**config.mk**
```make
export PLATFORM = sky130hd
export DESIGN_NAME = cdc_sync_filt_edge
export DESIGN_NICKNAME = d
export VERILOG_FILES = /design/src/rtl/cdc_pkg.sv /design/src/rtl/cdc_sync_cell.sv /design/src/rtl/cdc_sync_filt_edge.sv
export SDC_FILE = /design/constraint.sdc
export NUM_CORES = 1
export LEC_CHECK = 0
export BUFFER_PORTS_ARGS = -buffer_cell sky130_fd_sc_hd__buf_2
export CORE_MARGIN = 2
export CORE_UTILIZATION = 45
export DETAILED_ROUTE_END_ITERATION = 10
export GPL_ROUTABILITY_DRIVEN = 0
export PLACE_DENSITY = 0.76
export SLEW_MARGIN = 25
export SYNTH_ARGS = -nofsm -noshare
export SYNTH_HDL_FRONTEND = slang
export SYNTH_HIERARCHICAL = 1
export SYNTH_SLANG_ARGS = --single-unit
```
**constraint.sdc**
```tcl
create_clock -name clk_i -period 1.22 [get_ports clk_i]
set_input_delay 0.061 -clock clk_i [delete_from_list [all_inputs] [get_ports clk_i]]
set_output_delay 0.061 -clock clk_i [all_outputs]
set_load 0.05 [all_outputs]
```
**src/rtl/cdc_pkg.sv**
```systemverilog
// Shared types and limits for the multi-channel async-input receiver.
package cdc_pkg;

    typedef enum logic [1:0] {
        EDGE_NONE = 2'b00,
        EDGE_RISE = 2'b01,
        EDGE_FALL = 2'b10,
        EDGE_BOTH = 2'b11
    } edge_mode_e;

    localparam int SYNC_MIN_STAGES = 2;

    // True when a transition to new_level is one the selected mode reports.
    function automatic logic edge_hit(input edge_mode_e mode, input logic new_level);
        logic hit;
        hit = 1'b0;
        case (mode)
            EDGE_RISE: hit = new_level;
            EDGE_FALL: hit = ~new_level;
            EDGE_BOTH: hit = 1'b1;
            default:   hit = 1'b0;
        endcase
        return hit;
    endfunction

endpackage

```
**src/rtl/cdc_sync_cell.sv**
```systemverilog
// Single-bit flop chain that brings an asynchronous input into clk_i.
module cdc_sync_cell
    import cdc_pkg::*;
#(
    parameter int   STAGES  = 2,
    parameter logic RST_VAL = 1'b0
) (
    input  logic clk_i,
    input  logic rst_ni,
    input  logic data_i,
    output logic sync_o
);

    generate
        if (STAGES < SYNC_MIN_STAGES) begin : g_bad_stages
            $error("cdc_sync_cell: STAGES must be at least 2");
        end
    endgenerate

    logic [STAGES-1:0] chain_reg;

    // Plain shift chain: nothing may sit between stages or metastability can leak.
    always_ff @(posedge clk_i or negedge rst_ni) begin
        if (!rst_ni) begin
            chain_reg <= {STAGES{RST_VAL}};
        end else begin
            chain_reg <= {chain_reg[STAGES-2:0], data_i};
        end
    end

    assign sync_o = chain_reg[STAGES-1];

endmodule

```
**src/rtl/cdc_sync_filt_edge.sv**
```systemverilog
// WIDTH-channel async receiver: synchronise, glitch-filter, detect edges, latch sticky flags.
module cdc_sync_filt_edge
    import cdc_pkg::*;
#(
    parameter int   WIDTH    = 4,
    parameter int   STAGES   = 2,
    parameter int   FILT_CNT = 3,
    parameter logic RST_VAL  = 1'b0
) (
    input  logic                 clk_i,
    input  logic                 rst_ni,
    input  logic [WIDTH-1:0]     data_i,
    input  logic [2*WIDTH-1:0]   mode_i,
    input  logic [WIDTH-1:0]     clear_i,
    output logic [WIDTH-1:0]     data_o,
    output logic [WIDTH-1:0]     pulse_o,
    output logic [WIDTH-1:0]     flag_o
);

    localparam int               CNT_W    = $clog2(FILT_CNT + 1);
    localparam logic [CNT_W-1:0] CNT_LAST = CNT_W'(FILT_CNT - 1);

    generate
        if (FILT_CNT < 1) begin : g_bad_filt
            $error("cdc_sync_filt_edge: FILT_CNT must be at least 1");
        end
    endgenerate

    logic [WIDTH-1:0] sync;
    logic [WIDTH-1:0] data_reg;
    logic [WIDTH-1:0] pulse_reg;
    logic [WIDTH-1:0] flag_reg;

    genvar gi;
    generate
        for (gi = 0; gi < WIDTH; gi++) begin : g_chan
            logic [CNT_W-1:0] cnt_reg;
            edge_mode_e       mode;

            assign mode = edge_mode_e'(mode_i[2*gi +: 2]);

            cdc_sync_cell #(
                .STAGES  (STAGES),
                .RST_VAL (RST_VAL)
            ) u_sync (
                .clk_i  (clk_i),
                .rst_ni (rst_ni),
                .data_i (data_i[gi]),
                .sync_o (sync[gi])
            );

            // The level only moves after FILT_CNT consecutive differing samples;
            // the pulse is produced in that same update so it lines up with data_o.
            always_ff @(posedge clk_i or negedge rst_ni) begin
                if (!rst_ni) begin
                    cnt_reg       <= '0;
                    data_reg[gi]  <= RST_VAL;
                    pulse_reg[gi] <= 1'b0;
                end else if (sync[gi] == data_reg[gi]) begin
                    cnt_reg       <= '0;
                    pulse_reg[gi] <= 1'b0;
                end else if (cnt_reg == CNT_LAST) begin
                    cnt_reg       <= '0;
                    data_reg[gi]  <= sync[gi];
                    pulse_reg[gi] <= edge_hit(mode, sync[gi]);
                end else begin
                    cnt_reg       <= cnt_reg + CNT_W'(1);
                    pulse_reg[gi] <= 1'b0;
                end
            end
        end
    endgenerate

    // A pulse outranks a clear arriving in the same cycle.
    always_ff @(posedge clk_i or negedge rst_ni) begin
        if (!rst_ni) begin
            flag_reg <= '0;
        end else begin
            flag_reg <= (flag_reg & ~clear_i) | pulse_reg;
        end
    end

    assign data_o  = data_reg;
    assign pulse_o = pulse_reg;
    assign flag_o  = flag_reg;

endmodule

```
* Word-level counts from Yosys, hierarchy flattened
Cells that the tools add are included.
** Cells by class
- Add/sub/neg operators :: 4
- Equal/unequal tests :: 20
- Muxes and demuxes :: 20
- Bitwise gates (word level) :: 11
- Reduce and logical (&&, ||, !) cells :: 4
** Operators with widths (count)
- $eq 2x2->1 const B :: 12
- $mux 2 :: 8
- $pmux 1 s3 :: 4
- $add 2x1->2 const B :: 4
- $eq 2x1->1 const B :: 4
- $mux 1 :: 8
- $not 1->1 :: 8
- $reduce_and 2->1 :: 4
- $and 4x4->4 :: 1
- $eq 1x1->1 :: 4
- $not 4->4 :: 1
- $or 4x4->4 :: 1
** Word-level totals
- Flip-flop bits (word level) :: 28
- Output and inout port bits :: 12

* Depth between registers and ports, before layout
Gate-level depths: netlist of the first run.
- Depth in word-level cells :: 4
- Depth in mapped cells :: 2

* By module
The synthesis of the first run kept the hierarchy.
** By module, submodules not included
- cdc_sync_filt_edge :: times used 1, cells an instance 60, area each 815.8 um2
- cdc_sync_cell :: times used 4, cells an instance 2, area each 50.0 um2

* Worst setup path before layout of the first run
No wires, ideal clock.
- Path type :: register to register
- Start point :: register data_reg[0], in the netlist data_o[0]
- End point :: register g_chan[0].cnt_reg[1]
- Setup time :: 80 ps
- Arrival time :: 988 ps
- Path slack :: 152 ps
- Cell stages (with the launch flop) :: 3
- Buffers on the path :: 0
- Path through :: dfrtp_1 > xnor2_1 > nor3b_2
** On the way
- Word-level cells in the longest chain between the ends :: 2
** Ends and longest elaborated chain
- from (decl) :: RTL line cdc_sync_filt_edge.sv:30 : logic [WIDTH-1:0] data_reg;
- from (signal, indexed assignment) :: RTL line cdc_sync_filt_edge.sv:64 : data_reg[gi] <= sync[gi];
- $eq 1x1->1 :: RTL line cdc_sync_filt_edge.sv:59 : end else if (sync[gi] == data_reg[gi]) begin
- $mux 2 :: RTL line cdc_sync_filt_edge.sv:59
- to (signal assigned) :: RTL line cdc_sync_filt_edge.sv:67 : cnt_reg <= cnt_reg + CNT_W'(1);
- to (decl) :: RTL line cdc_sync_filt_edge.sv:37 : logic [CNT_W-1:0] cnt_reg;
Every way passes these cells.
A chain may end at the register's enable or synchronous reset.

* Worst setup path after layout of the first run
- Start point :: register data_reg[0], in the netlist data_o[0]
- End point :: output port data_o[0]
** RTL lines
- to (decl) :: RTL line cdc_sync_filt_edge.sv:15 : output logic [WIDTH-1:0] data_o,
No word-level cell between the ends.

==> results.json, run 1 <==
{
  "startpoint_type": "flip-flop",
  "grt_pass1_wl_um": 2620,
  "hold_slack_ns": 0.00694,
  "path_clk_slew_ns": 0.15,
  "p_leak_nw": 0.721,
  "grt_pass1_vias": 666,
  "worst_path_max_delay_cell": "dfrtp_1",
  "rr_startpoint": "g_chan[0].cnt_reg[0]$_DFF_PN0_",
  "drive_gt1_share_pct": 35.7,
  "rr_worst_depth": 2,
  "cp-end-kind": "output pin",
  "yosysTopAreaCell": "dfrtp_1",
  "drtAntennaViolNets": 0,
  "worstPathMaxFanout": 5,
  "antenna_found_initial": 0,
  "dieArea_sq_um": 2650,
  "grtUsageTotal_pct": 13.6,
  "pin_count": 30,
  "crit_cells": 1,
  "synth_seq_cells": 28,
  "holdPathStages": 3,
  "grt_use_met3_pct": 3.45,
  "syn_inst": 68,
  "period_minus_slack_ns": 1.13,
  "grt.busiest_layer": "met2",
  "cts_tree": "done",
  "maxSlewHeadroom_pct": 61.1,
  "drv_cap": 0,
  "synth.distinct_cells": 10,
  "ys_seq_area_share_pct": 69.0,
  "htreeDepth": 1,
  "crit_required_ns": 1.16,
  "cts_inserted_buffers": 3,
  "setup_violations": 0,
  "grt-ovfl-total": 0,
  "async_flop_share_pct": 100,
  "vias": 661,
  "rsz0062_at_grt": "no",
  "cts_buffer_depth": 2,
  "crit_family": "flip-flops",
  "synthMostInstantiatedCell": "dfrtp_1",
  "dp.cells": 125,
  "synth_warnings": 6,
  "nets": 134,
  "antenna_cells": 0,
  "slowest_delay_ns": 0.46,
  "finalHoldViolations": 0,
  "routedWlPerCell_um": 11.1,
  "io_buffer_count": 29,
  "first_pass_iters": 2,
  "synth_top_cell_area_share_pct": 69.0,
  "place_hpwl_um": 1090,
  "synth_top_cells_by_count": "28 x dfrtp_1, 8 x nand3b_1",
  "r2r_end": "data_o[0]$_DFFE_PN0P_",
  "synth_area_leaders": "dfrtp_1 69%, mux2_4 5.9%, nand3b_1 5.9%, nor3b_2 4.9%, xnor2_1 3.4%",
  "via_per_inst": 4.62,
  "reg2reg_setup_slack_ns": 0.23,
  "die_x_um": 51.5,
  "clkLatencyLatePin_ns": 0.32,
  "maxSlewViolCount": 0,
  "fin_cells": 143,
  "min-delay-start": "clear_i[2]",
  "min_path_type": "in -> reg",
  "synth_edf_count": 0,
  "path_cells": "buf_2",
  "grt_use_met1_pct": 15.9,
  "timing.fmax_mhz": 882,
  "arrival_ns": 1.07,
  "met2_usage_pct": 23.5,
  "grt_max_degree": 29,
  "status": "finished clean",
  "worst_slew_pin_slew_ns": 0.584,
  "synthesis.area_sq_um": 1020,
  "tns_ns": 0,
  "hold_end": "flag_o[2]$_DFF_PN0_",
  "powerDensity_nw_per_um2": 2150,
  "area_growth_syn_to_layout_pct": 36.7,
  "syn_nets": 86,
  "core_region_area_sq_um": 2170,
  "crit_buf_inv": 1,
  "post_cts_resized": 0,
  "drt_iter0_markers": 1,
  "ir_drop_mv": 1.23,
  "cts.sinks": 28,
  "die_y_um": 51.5,
  "start_util_pct": 46.8,
  "synth_ff_type": "dfrtp_1",
  "num_rows": 17,
  "synth_area_per_cell_sq_um": 14.9,
  "ctsRootBufferMaster": "clkbuf_4",
  "drc": 0,
  "worst_clock_skew_ns": 0.0113,
  "post-route-period-util_pct": 92.9,
  "power_mw": 2.99,
  "critPathKind": "reg -> out",
  "routed_wl_um": 1590
}
worst max path at each step:
stage | slack, ns | from | end
6_report | 0.09 | data_o[0]$_DFFE_PN0P_ | data_o[0]
4_1_cts | 0.08 | data_o[0]$_DFFE_PN0P_ | data_o[0]
5_1_grt | 0.04 | data_o[0]$_DFFE_PN0P_ | data_o[0]
2_1_floorplan | 0.15 | data_o[0]$_DFFE_PN0P_ | g_chan[0].cnt_reg[1]$_DFF_PN0_
3_3_place_gp | 0.28 | g_chan[1].cnt_reg[0]$_DFF_PN0_ | data_o[1]$_DFFE_PN0P_
3_5_place_dp | 0.25 | g_chan[0].cnt_reg[0]$_DFF_PN0_ | data_o[0]$_DFFE_PN0P_
report_power, final:
| group | leakage (nW) | switching (mW) | internal (mW) |
|---|---|---|---|
| logic | 0.337 | 0.609 | 0.433 |
| clock network | 0.0279 | 0.259 | 0.332 |
| registers | 0.356 | 0.200 | 1.16 |
| total | 0.721 | 1.07 | 1.92 |
metrics by stage:
stage	instance area (sq um)	setup WS (ns)	util (%)
3_5_place_dp	1200	0.248	55.1
3_3_place_gp	1200	0.276	55.1
6_report	1390	0.0865	64.0
5_1_grt	1390	0.0382	64.0
2_1_floorplan	1020	0.152	-
4_1_cts	1380	0.0839	63.6
area by class of cell:
class	count	area, sq um
fillers	180	781
clock buffers	3	22.5
inverters	4	15.0
clock inverters	1	30.0
well taps	28	35.0
multi-input cells	36	300
repair buffers	43	285
flip-flops and latches	28	701
routing by layer:
metal  wire length (um)  share of wire [%]
met1                711                 45
met2                774                 49
met3                 92                5.8
met4                 10               0.63
met5                  0                  0
layout by cell type, fill, tap and decap left out:
cell,n
xnor2_1,4
buf_2,29
dfrtp_1,28
a21oi_1,4
dlygate4sd3_1,14
nor3_1,4
inv_1,4
mux2_4,4
nor3b_2,4
bufinv_16,1
clkbuf_4,3
nand2b_1,4
nand3b_1,8
a21o_1,4
logic make-up after synthesis:
logic type	synth area share, %
compound gates	4.93
xor+xnor	3.45
buf+inv	1.48
flops	69.0
mux	5.91
simple gates	15.3
repair_timing:
action,4_1_cts,5_1_grt
setup buffers,0,0
hold endpoints to repair,37,1
hold buffers,13,1
Note: power is estimated with default switching activity, not from simulation.
==> run 2, diff against run 1 <==
--- a/config.mk
+++ b/config.mk
@@ -6,11 +6,12 @@
 export NUM_CORES = 1
 export LEC_CHECK = 0
 export BUFFER_PORTS_ARGS = -buffer_cell sky130_fd_sc_hd__buf_2
+export CAP_MARGIN = 20
 export CORE_MARGIN = 2
-export CORE_UTILIZATION = 45
+export CORE_UTILIZATION = 49
 export DETAILED_ROUTE_END_ITERATION = 10
 export GPL_ROUTABILITY_DRIVEN = 0
-export PLACE_DENSITY = 0.76
+export PLACE_DENSITY = 0.81
 export SLEW_MARGIN = 25
 export SYNTH_ARGS = -nofsm -noshare
 export SYNTH_HDL_FRONTEND = slang
==> constraint.sdc (replaced) <==
create_clock -name clk_i -period 1.22 [get_ports clk_i]
set_input_delay 0.305 -clock clk_i [delete_from_list [all_inputs] [get_ports clk_i]]
set_output_delay 0.305 -clock clk_i [all_outputs]
set_load 0.05 [all_outputs]
==> run 2 against run 1 <==
Register-to-register slack lost 0.11 ns. Clock-buffer cell count is the same. Sequential cell count is the same. Clock skew shrank 0.0066 ns. Sequential share of layout area grew 0.41 points. Largest power group is now combinational logic. Final cell count shrank 3.5%. Highest routed layer is now met3. Die area shrank 7.5%. First-iteration DRC count grew to 3.0 times the previous value. Utilization grew 6.2 points. Combinational power grew 34%. Hold slack gained 0.080 ns.
==> results.json, run 2 (synthesis gave the netlist of run 1 again) <==
{
  "crit_required_ns": 0.91,
  "finalHoldViolations": 0,
  "rsz0062_at_grt": "yes",
  "ctsRootBufferMaster": "clkbuf_4",
  "ir_drop_mv": 1.30,
  "grt_pass1_vias": 671,
  "startpoint_type": "flip-flop",
  "area_growth_syn_to_layout_pct": 35.6,
  "critPathKind": "reg -> out",
  "pin_count": 30,
  "nets": 131,
  "drv_cap": 0,
  "drc": 0,
  "min_path_type": "in -> reg",
  "cp-end-kind": "output pin",
  "fin_ws_ns": 0.0178,
  "routed_wl_um": 1670,
  "worst_slew_pin_slew_ns": 0.583,
  "drtAntennaViolNets": 0,
  "crit_buf_inv": 1,
  "grt_pass1_wl_um": 2700,
  "period_minus_slack_ns": 1.20,
  "status": "finished clean",
  "drive_gt1_share_pct": 45.0,
  "cts_tree": "done",
  "path_clk_slew_ns": 0.13,
  "htreeDepth": 1,
  "die_y_um": 49.5,
  "antenna_found_initial": 0,
  "layout_common_cells": "28 x dfrtp_1, 17 x buf_2, 12 x buf_6, 10 x buf_4, 8 x nand3b_1",
  "routedWlPerCell_um": 12.1,
  "worstPathMaxFanout": 2,
  "slowest_delay_ns": 0.43,
  "crit_family": "flip-flops",
  "num_rows": 16,
  "post-route-period-util_pct": 98.5,
  "timing.fmax_mhz": 832,
  "setup_violations": 0,
  "fin_util_pct": 70.2,
  "p_leak_nw": 0.716,
  "first_pass_iters": 3,
  "maxSlewHeadroom_pct": 61.2,
  "cts_inserted_buffers": 3,
  "start_util_pct": 51.8,
  "clkLatencyLatePin_ns": 0.31,
  "worst_path_max_delay_cell": "dfrtp_1",
  "place_hpwl_um": 1100,
  "grtUsageTotal_pct": 14.8,
  "arrival_ns": 0.90,
  "via_per_inst": 4.86,
  "dp_slack_ns": 0.224,
  "worst_clock_skew_ns": 0.00475,
  "die_x_um": 49.5,
  "antenna_cells": 0,
  "vias": 671,
  "grt_max_degree": 29,
  "powerDensity_nw_per_um2": 2220,
  "drt_iter0_markers": 3,
  "dieArea_sq_um": 2450,
  "path_cells": "buf_6",
  "tns_ns": 0,
  "io_buffer_count": 29,
  "cts.sinks": 28,
  "core_region_area_sq_um": 1960,
  "cts_buffer_depth": 2,
  "final_common_cell": "dfrtp_1",
  "grt-ovfl-total": 0,
  "maxSlewViolCount": 0
}
[run 2: timing repair]
item,CTS,global route
gates cloned,0,0
hold buffers,1,0
gates resized for setup,20,4
pin swaps,0,0
endpoints found under the setup margin,12,12
endpoints found under the hold margin,28,0
setup buffers,6,4
[run 2: area by class of cell]
class                   count  area, sq um
repair buffers             40          305
multi-input cells          36          300
clock buffers               3         22.5
fillers                   141          584
flip-flops and latches     28          701
inverters                   4         15.0
well taps                  27         33.8
[run 2: metal layers]
metal | GRT usage [%] | routed length, um
met5 | 0 | 0
met4 | 6.94 | 0
met3 | 3.64 | 102
met2 | 24.7 | 886
met1 | 18.0 | 676
[run 2: path summary, 6_finish.rpt]
check / depth (start not counted) / slack [ns] / startpoint / to
setup reg to reg: 4 / 0.12 / data_o[3]$_DFFE_PN0P_ / g_chan[3].cnt_reg[1]$_DFF_PN0_
min in group asynchronous: 2 / 0.51 / rst_ni / flag_o[0]$_DFF_PN0_
hold / removal: 1 / 0.09 / data_i[3] / g_chan[3].u_sync/chain_reg[0]$_DFF_PN0_
max in group asynchronous: 2 / 0.33 / rst_ni / g_chan[2].u_sync/chain_reg[1]$_DFF_PN0_
hold reg to reg: 0 / 0.36 / g_chan[2].u_sync/chain_reg[0]$_DFF_PN0_ / g_chan[2].u_sync/chain_reg[1]$_DFF_PN0_
setup / recovery: 1 / 0.02 / data_o[1]$_DFFE_PN0P_ / data_o[1]
[run 2: power by group]
| part | internal, mW | switching, mW | total (mW) |
|---|---|---|---|
| registers | 1.16 | 0.171 | 1.33 |
| logic | 0.683 | 0.705 | 1.39 |
| clock network | 0.115 | 0.231 | 0.347 |
| total | 1.96 | 1.11 | 3.06 |
[run 2: stage by stage]
step	instances	hold slack (ns)	total power, mW	instance area, sq um
finish	138	0.0874	3.06	1380
CTS	134	0.0707	3.00	1330
global placement	124	0.334	2.35	1190
floorplan	68	0.00941	2.15	1020
detailed placement	124	0.337	2.39	1190
global route	138	0.0571	3.23	1380
